<file path="config.mk">
export PLATFORM = sky130hd
export DESIGN_NAME = seven_seg_scan
export DESIGN_NICKNAME = d
export VERILOG_FILES = /design/src/rtl/seven_seg_pkg.sv /design/src/rtl/hex_to_seg.sv /design/src/rtl/seven_seg_scan.sv
export SDC_FILE = /design/constraint.sdc
export NUM_CORES = 1
export LEC_CHECK = 0
export CAP_MARGIN = 20
export CORE_MARGIN = 2
export CORE_UTILIZATION = 38
export DETAILED_ROUTE_END_ITERATION = 7
export PLACE_DENSITY_LB_ADDON = 0.12
export SLEW_MARGIN = 20
export SYNTH_ARGS = -nofsm -noshare
export SYNTH_HDL_FRONTEND = slang
export SYNTH_SLANG_ARGS = --single-unit
</file>
<file path="constraint.sdc">
create_clock -name clk -period 2.5 [get_ports clk]
set_input_delay 0.5 -clock clk [delete_from_list [all_inputs] [get_ports clk]]
set_output_delay 0.5 -clock clk [all_outputs]
set_load 0.02 [all_outputs]
</file>
<file path="src/rtl/seven_seg_pkg.sv">
// rtl/seven_seg_pkg.sv - shared types and constants for the seven-segment scanner
//
// Purpose: segment type, blank pattern and the active-low hex glyph table
//          used by hex_to_seg and seven_seg_scan.
// Ports:   none (package).

package seven_seg_pkg;

   // Segments a..g on bits 0..6, active low.
   typedef logic [6:0] seg_t;

   localparam seg_t SEG_BLANK = 7'h7F;

   // Glyphs for 0..F (b and d lowercase so they differ from 8 and 0).
   localparam seg_t HEX_SEG [16] = '{
      7'h40, 7'h79, 7'h24, 7'h30, 7'h19, 7'h12, 7'h02, 7'h78,
      7'h00, 7'h10, 7'h08, 7'h03, 7'h46, 7'h21, 7'h06, 7'h0E
   };

endpackage

</file>
<file path="src/rtl/hex_to_seg.sv">
// rtl/hex_to_seg.sv - combinational hex nibble to seven-segment lookup
//
// Purpose: maps one 4-bit value to its active-low segment pattern.
// Ports:   nibble - hex digit to show
//          seg    - segments a..g on bits 0..6, active low

module hex_to_seg
   import seven_seg_pkg::*;
(
   input  logic [3:0] nibble,
   output seg_t       seg
);

   assign seg = HEX_SEG[nibble];

endmodule

</file>
<file path="src/rtl/seven_seg_scan.sv">
// rtl/seven_seg_scan.sv - time-multiplexed hex display driver with register select
//
// Purpose: picks one of NUM_REGS registers (manual sel or auto-cycling),
//          snapshots it once per frame and scans it as DATA_W/4 hex digits
//          on common-anode displays, with one blank cycle between digits.
//          Build option SEVEN_SEG_LZ_BLANK_EN enables leading-zero blanking.
// Ports:   clk, rst_n - clock, asynchronous active-low reset
//          regs_flat  - register k at bits [k*DATA_W +: DATA_W]
//          sel        - manual register index (out of range selects 0)
//          auto_en    - 1 = advance the index every AUTO_DIV frames
//          freeze     - 1 = hold index, snapshot and frame counter
//          seg, dp    - segments a..g and decimal point, active low
//          an         - digit enables, active low, an[0] = low nibble
//          cur_idx    - index currently displayed
//          cur_val    - snapshot currently displayed

module seven_seg_scan
   import seven_seg_pkg::*;
#(
   parameter  int NUM_REGS = 16,
   parameter  int DATA_W   = 16,
   parameter  int SCAN_DIV = 50000,
   parameter  int AUTO_DIV = 256,
   localparam int SELW     = $clog2(NUM_REGS),
   localparam int DIGITS   = DATA_W / 4
)(
   input  logic                       clk,
   input  logic                       rst_n,
   input  logic [NUM_REGS*DATA_W-1:0] regs_flat,
   input  logic [SELW-1:0]            sel,
   input  logic                       auto_en,
   input  logic                       freeze,
   output seg_t                       seg,
   output logic                       dp,
   output logic [DIGITS-1:0]          an,
   output logic [SELW-1:0]            cur_idx,
   output logic [DATA_W-1:0]          cur_val
);

   localparam int CW  = $clog2(SCAN_DIV);
   localparam int FW  = (AUTO_DIV > 1) ? $clog2(AUTO_DIV) : 1;
   localparam int DPW = (DIGITS > 1) ? $clog2(DIGITS) : 1;

   localparam logic [CW-1:0]   CNT_LAST  = CW'(SCAN_DIV - 1);
   localparam logic [FW-1:0]   FCNT_LAST = FW'(AUTO_DIV - 1);
   localparam logic [DPW-1:0]  DPTR_LAST = DPW'(DIGITS - 1);
   localparam logic [SELW-1:0] IDX_LAST  = SELW'(NUM_REGS - 1);

   logic [CW-1:0]     cnt;
   logic [DPW-1:0]    dptr;
   logic [FW-1:0]     fcnt;
   logic [FW-1:0]     next_fcnt;
   logic [SELW-1:0]   next_idx;
   logic              tick;
   logic              frame_start;
   logic              lz_blank;
   logic [3:0]        cur_nib;
   seg_t              dec_seg;
   logic [DATA_W-1:0] regs [NUM_REGS];
   logic [3:0]        nib  [DIGITS];

   for (genvar g = 0; g < NUM_REGS; g++) begin : g_regs
      assign regs[g] = regs_flat[g*DATA_W +: DATA_W];
   end

   for (genvar g = 0; g < DIGITS; g++) begin : g_nib
      assign nib[g] = cur_val[g*4 +: 4];
   end

   assign tick        = (cnt == CNT_LAST);
   assign frame_start = tick && (dptr == DPTR_LAST);

   // Index the next frame will show; the snapshot is read from the same
   // index in the same cycle so a frame never mixes two register values.
   always_comb begin
      next_idx  = cur_idx;
      next_fcnt = fcnt;
      if (!auto_en) begin
         next_fcnt = '0;
         next_idx  = (32'(sel) >= NUM_REGS) ? '0 : sel;
      end else if (fcnt == FCNT_LAST) begin
         next_fcnt = '0;
         next_idx  = (cur_idx == IDX_LAST) ? '0 : cur_idx + 1'b1;
      end else begin
         next_fcnt = fcnt + 1'b1;
      end
   end

   // Counter is held at zero in manual mode, so auto-cycling always starts
   // a full AUTO_DIV period from the index that was on display.
   always_ff @(posedge clk or negedge rst_n) begin
      if (!rst_n) begin
         cnt     <= '0;
         dptr    <= '0;
         fcnt    <= '0;
         cur_idx <= '0;
         cur_val <= '0;
      end else begin
         cnt <= tick ? '0 : cnt + 1'b1;
         if (tick) begin
            dptr <= (dptr == DPTR_LAST) ? '0 : dptr + 1'b1;
         end
         if (!auto_en) begin
            fcnt <= '0;
         end else if (frame_start && !freeze) begin
            fcnt <= next_fcnt;
         end
         if (frame_start && !freeze) begin
            cur_idx <= next_idx;
            cur_val <= regs[next_idx];
         end
      end
   end

   assign cur_nib = nib[dptr];

   hex_to_seg u_dec (
      .nibble (cur_nib),
      .seg    (dec_seg)
   );

`ifdef SEVEN_SEG_LZ_BLANK_EN
   // Most significant nonzero digit; digit 0 is never blanked.
   logic [DPW-1:0] msd;

   always_comb begin
      msd = '0;
      for (int i = 1; i < DIGITS; i++) begin
         if (nib[i] != 4'h0) begin
            msd = DPW'(i);
         end
      end
   end

   assign lz_blank = (dptr > msd);
`else
   assign lz_blank = 1'b0;
`endif

   // The tick cycle blanks all anodes for one clock before the next digit
   // is enabled, so the previous digit's segments never ghost onto it.
   always_ff @(posedge clk or negedge rst_n) begin
      if (!rst_n) begin
         seg <= SEG_BLANK;
         dp  <= 1'b1;
         an  <= '1;
      end else if (tick) begin
         seg <= SEG_BLANK;
         dp  <= 1'b1;
         an  <= '1;
      end else begin
         seg <= lz_blank ? SEG_BLANK : dec_seg;
         dp  <= !(auto_en && (dptr == DPTR_LAST));
         an  <= ~(DIGITS'(1) << dptr);
      end
   end

endmodule

</file>
Word level (Yosys, flattened, before mapping)
Memory sizes are Yosys's and may differ from the RTL's.
Cells that the tools add are included.

operators by class
  add/sub/neg operators = 4
  order comparisons = 3
  equal/unequal tests = 5
  shift operators = 1
  multiplexer cells = 19
  bitwise logic cells = 4
  reductions and logical operators = 5

operators by type and width
  kind                                                      number
  binary-select mux 16 bit (select 4 bit)                   1
  two-way mux 16 bit                                        3
  two-way mux 4 bit                                         6
  two-way mux 8 bit                                         3
  two-way mux 7 bit                                         3
  adder 16 x 1 -> 16 bit, second input constant             1
  equality test 16 bit, second input constant               1
  greater-or-equal comparator 5 bit, second input constant  2
  inverter 4 -> 5 bit                                       2
  adder 8 x 1 -> 8 bit, second input constant               1
  binary-select mux 4 bit (select 2 bit)                    1
  equality test 8 bit, second input constant                1
  adder 4 x 1 -> 4 bit, second input constant               1
  equality test 4 bit, second input constant                1
  inverter 4 bit                                            1
  << shifter 1 x 2 -> 4 bit, first input constant           1
  greater-or-equal comparator 3 bit, second input constant  1
  logical AND 1 bit                                         3
  inverter 2 -> 3 bit                                       1
  adder 2 x 1 -> 2 bit, second input constant               1
  equality test 2 bit, second input constant                1
  logical NOT 1 bit                                         2
  two-way mux 2 bit                                         1
  != test 2 x 1 -> 1 bit, second input constant             1
  two-way mux 1 bit                                         1

word-level totals
  register bits after elaboration = 58
  ROM bits = 112
  output and inout port bits = 32
  logic and storage cells = 50
  memories = 1

memories
  memory           depth  width  rd ports  clocked after Yosys merged registers in  wr ports  line              text
  (no name shown)  16     7      1         0                                        0         hex_to_seg.sv:14  assign seg = HEX_SEG[nibble];

Logic depth before layout (Yosys ltp)
  depth after elaboration = 9
  depth in mapped cells = 12

Modules after synthesis
A second synthesis with hierarchy kept.

second synthesis, totals
  cells, all modules = 741
  area total of the unflattened synthesis = 5874.4 µm²

modules (own cells, without submodules)
  module          times used  cells an instance  area an instance (µm²)  sequential area each (µm²)
  seven_seg_scan  1           708                5605.4                  1466.4
  hex_to_seg      1           33                 269.0                   0.0

Least setup slack after synthesis
Ideal clock, no wire load.

  path kind = register to register
  start point = register cur_idx[0]
  end point = register cur_val[12]
  setup time = 0.126 ns
  data arrival time = 2.515 ns
  data required time = 2.374 ns
  slack = -0.142 ns
  cell stages (with the launch flop) = 12
  buffers on the path = 3
  period minus slack after synthesis = 2.642 ns
  path through = dfrtp_1 ha_1 a31oi_1 or4_1 and3_1 clkbuf_1 buf_2 clkbuf_1 nand2_1 nand3_1 a32oi_1 o21ai_1

on the way
  word-level cells in the longest chain between the ends = 8

ends and longest elaborated chain
  what                                                                line                   text
  start, declared                                                     seven_seg_scan.sv:36   output logic [SELW-1:0] cur_idx,
  start signal, assigned                                              seven_seg_scan.sv:109  cur_idx <= next_idx;
  adder 4 x 1 -> 4 bit / equality test 4 bit (equally long branches)  seven_seg_scan.sv:83   next_idx = (cur_idx == IDX_LAST) ? '0 : cur_idx + 1'b1;
  two-way mux 4 bit                                                   seven_seg_scan.sv:83
  two-way mux 4 bit (*)                                               seven_seg_scan.sv:81   end else if (fcnt == FCNT_LAST) begin
  two-way mux 4 bit (*)                                               seven_seg_scan.sv:78   if (!auto_en) begin
  inverter 4 -> 5 bit (implied by the code) (*)                       seven_seg_scan.sv:110  cur_val <= regs[next_idx];
  binary-select mux 16 bit (select 4 bit) (*)                         seven_seg_scan.sv:110
  two-way mux 16 bit (implied by the code) (*) (2 in series)          seven_seg_scan.sv:110
  end signal, assigned                                                seven_seg_scan.sv:110
  end, declared                                                       seven_seg_scan.sv:37   output logic [DATA_W-1:0] cur_val

Every way passes the cells marked *; elsewhere a longest branch is shown, timed or not. The select of a mux whose other input is x is not followed.
A chain may end at the register's enable or synchronous reset.

Worst setup path in the final report
  start point = register fcnt[1]
  end point = register cur_val[15]

on the way
  word-level cells in the longest chain between the ends = 7

ends and longest elaborated chain
  what                                                    line                   text
  start, declared                                         seven_seg_scan.sv:51   logic [FW-1:0] fcnt;
  start signal, assigned                                  seven_seg_scan.sv:106  fcnt <= next_fcnt;
  equality test 8 bit                                     seven_seg_scan.sv:81
  two-way mux 4 bit                                       seven_seg_scan.sv:81
  two-way mux 4 bit                                       seven_seg_scan.sv:78
  inverter 4 -> 5 bit (implied by the code)               seven_seg_scan.sv:110
  binary-select mux 16 bit (select 4 bit)                 seven_seg_scan.sv:110
  two-way mux 16 bit (implied by the code) (2 in series)  seven_seg_scan.sv:110

No other way between the ends. The select of a mux whose other input is x is not followed.

==> flow_summary.yaml <==
status:
  run_status: "finished, violations left"
  violations_in_the_final_reports: "negative setup slack"
timing:
  peak_freq_ghz: 0.397
  final-max-slew-violation-count: 0
  min_hold_slack_ns: 0.113
  post-route-worst-setup-slack_ns: -0.0201
  worst_slew_pin_tran_ns: 0.614
  layout_worst_path_cycle_share: 1.01
  setup_viol: 2
  slew_headroom: 0.590
  report.final.hold_viol_count: 0
  final.min_clock_period_ns: 2.52
  grt_setup_unrepaired: "yes"
  timing.clock.skew_ns: 0.00604
drt:
  initialDrtViolationCount: 794
  avgRoutedWirePerCell_um: 22.0
  route.detailed.vias_per_inst: 5.99
  routed-via-count: 8355
  drc: 0
  dr.pass1.iters: 5
  routed_wl_um: 30600
  postRouteAntennaNets: 0
cts:
  numClockSinks: 58
  cts.htree.levels: 3
  cts_made_buffers: 9
  clock_path_buffers: 2
  cts_tree: "yes"
  worst_skew_late_latency_ns: 0.34
  cts.clk_slew.worst_paths_ns: 0.06
  cts_hold_repair_buffers: 0
  clockRootBuffer: "clkbuf_16"
yosys:
  ys_async_sr_fraction: 1.00
  complex_gate_fraction_of_the_synthesized_area: 0.315
  synth.yosys.seq_area_share: 0.236
  synthAdderAreaFrac: 0.0261
  synth_enable_flop_cells: 0
  postSynth.topFlopCell: "dfrtp_1"
  synth.net_count: 1078
  combinational_family_with_the_most_area_after_synthesis: "compound AO/OA/AOI/OAI gates"
  postSynthCellCount: 801
  synth_simple_gate_area_frac: 0.194
  post_synth_instance_area_sq_um: 6220
  synthesis.area_per_instance_sq_um: 7.77
  synth.area.mux_share: 0.156
  synth_cell_type_count: 62
  synth_xor_area_frac: 0.0197
  postSynthRegisterBits: 58
  synth_warnings: 0
  netlist.top_cell.by_area: "dfrtp_1"
  synth.top_cell.area_share: 0.185
  largest_cells_by_area_after_synthesis: "dfrtp_1, mux2i_1, nand2_1, a21oi_1, dfstp_2"
power:
  power_frac_comb: 0.360
  vdd_ir_drop_max_mv: 0.266
  power.total_w: 0.00344
  seq_power_share: 0.273
  pwr_density_cell_nw_per_um2: 309
  cell_internal_pwr_w: 0.00240
  power.share.switching: 0.301
  cellLeakagePower_nw: 4.53
  p_sw_w: 0.00104
  clock_power_share: 0.367
place:
  dp_hpwl_um: 23700
  finalWeightedCongestion: 0.955
  place.detailed.instances: 1355
  total_cell_area_at_the_placement_stage_sq_um: 10200
  port-buffer-count: 295
floorplan:
  die_area_sq_um: 17400
  initial_utilization: 0.390
  pin_count: 296
  chipHeight_um: 132
  floorplan.core_area_sq_um: 15900
  number_of_placement_rows: 46
  die_w_um: 132
job:
  cap_violations: 0
critical_path:
  worstPathBufferInverterCount: 1
  cp-startpoint: "fcnt[1]"
  setup.worst_path.end: "cur_val[15]"
  critPathCaptureType: "flop"
  crit-reg2reg-launch: "fcnt[1]"
  slowest_stage: "dfrtp_1"
  timing.critical_path.cells: "ha_4 -> and4_4 -> nand3_2 -> a31o_4 -> buf_12 -> a2111oi_1 -> o21ai_1 -> a32oi_1 -> o21ai_1"
  cp_launch_type: "flop"
  critical_path_required_ns: 2.72
  worst-path-stages: 9
  rr_worst_depth: 9
  timing.critical_path.fanout_max: 7
  worst_path_most_repeated_cell: "o21ai_1"
  critPathMaxStageDelay_ns: 0.40
  worst-setup-path-type: "flop to flop"
  worst_r2r_endpoint: "cur_val[15]"
  crit_family: "compound AO/OA/AOI/OAI gates"
  setup.reg_to_reg.worst_slack_ns: -0.02
  cp.arrival_ns: 2.74
grt:
  grt_start_max_net_pins: 35
  grt.overflow.total: 0
  grt_pass1_vias: 8027
  grt_antenna_before_repair: 0
  track_usage: 0.328
  grt_pass1_wl_um: 44700
finish:
  final_layout_size_suffix_gt1_frac: 0.217
  n_fill_cell: 1303
  net_count_final: 1450
  antenna_diodes: 0
  finalInstanceArea_sq_um: 11100
  area_growth_from_synthesis_to_layout_pct: 78.6
  instances_no_fill: 1394
hold_path:
  hold_path.class: "input port to asynchronous set/reset pin"
-- worst min-delay path by stage --
stage,to,cells after the start,slack (ns)
2_1_floorplan,cnt[0],0,0.20
3_3_place_gp,cnt[10],1,0.47
3_5_place_dp,fcnt[3],1,0.48
4_1_cts,fcnt[4],1,0.12
5_1_grt,fcnt[3],1,0.14
6_report,fcnt[6],1,0.11
-- cell usage in the layout (no fill, tap or decap), types with 4 or more instances in the layout --
master	Yosys	final
ha_1	13	11
clkdlybuf4s50_1	0	292
buf_12	0	13
a21boi_0	19	13
a2111oi_1	0	4
a21boi_1	0	5
o221ai_1	4	4
inv_1	10	10
a221oi_2	1	9
xnor2_1	8	8
a221o_1	7	7
a31o_2	5	4
o21ai_0	40	30
o21ai_2	0	5
clkbuf_16	0	11
nand4_1	8	8
and3_1	9	6
o21ai_1	10	15
xor2_1	6	6
a21oi_1	63	62
o2bb2ai_1	14	13
a31oi_1	17	16
o211ai_1	8	8
o22ai_1	11	11
dfstp_2	12	12
mux2i_1	70	67
nor2_1	41	39
buf_6	1	12
a22oi_1	15	14
nand2_1	128	127
nor3_1	5	5
a221oi_1	33	24
nand3_1	41	39
dfrtp_1	46	44
a32oi_1	7	7
mux4_2	4	4
buf_4	1	107
a2111oi_2	0	12
mux2_2	16	16
-- cell usage after synthesis, types with 5 or more instances --
cell type	n
a2111oi_0	19
a21boi_0	19
a21oi_1	63
a221o_1	7
a221oi_1	33
a22oi_1	15
a31o_2	5
a31oi_1	17
a32oi_1	7
and3_1	9
buf_1	7
buf_2	19
clkbuf_1	42
dfrtp_1	46
dfstp_2	12
ha_1	13
inv_1	10
mux2_2	16
mux2i_1	70
nand2_1	128
nand3_1	41
nand4_1	8
nor2_1	41
nor3_1	5
o211ai_1	8
o21ai_0	40
o21ai_1	10
o22ai_1	11
o2bb2ai_1	14
xnor2_1	8
xor2_1	6
-- registers in the layout, summed over array words and instances, names as in the netlist --
signal / cells
cur_val: 16
cur_idx: 4
dptr: 2
an: 4
seg: 7
dp: 1
cnt: 16
fcnt: 8
-- per-layer routing --
layer	wire length, um	GRT usage	up-vias
met3	2870	0.0804	73
met2	14400	0.545	533
met1	12100	0.411	3930
met5	0	0	-
li1	-	-	3819
met4	1260	0.126	0
-- cell families (layout without fill, tap and decap cells) --
family,Yosys count,count (layout)
compound gates,285,287
simple gates,261,261
mux,90,90
buf+inv,80,455
flops,58,58
xor+xnor,14,14
fa+ha+maj,13,13
-- area by class of cell --
type                            count  area (sq um)  area share
Clock buffer                        9           225      0.0203
Timing Repair Buffer              429          4190       0.377
Clock inverter                      7          78.8     0.00709
Multi-Input combinational cell    665          4850       0.436
Inverter                           10          37.5     0.00338
Sequential cell                    58          1470       0.132
Tap cell                          216           270      0.0243
-- per-stage QoR --
step                      setup WS [ns]  utilization  setup TNS (ns)
after floorplan                  0.0133            -               0
after global placement           -0.242        0.638           -1.77
after detailed placement         -0.381        0.638           -2.35
after CTS                       0.00294        0.663               0
after global routing             -0.127        0.697          -0.480
final                           -0.0201        0.697         -0.0395
-- power by group through the flow --
stage	registers, W	logic, W	clock network (W)
2_1_floorplan	0.000956	0.000391	0
4_1_cts	0.000940	0.00113	0.00127
3_3_place_gp	0.000956	0.00110	0
5_1_grt	0.000940	0.00131	0.00131
6_report	0.000940	0.00124	0.00126
3_5_place_dp	0.000956	0.00111	0
-- what timing repair did --
item | in CTS | in global routing
pin swaps | 4 | 36
endpoints found under the hold margin | 0 | 0
buffers inserted | 1 | 20
cloned | 0 | 4
resized for setup | 25 | 81
setup endpoints to repair | 16 | 16
Note: power is estimated with default switching activity, not from simulation.
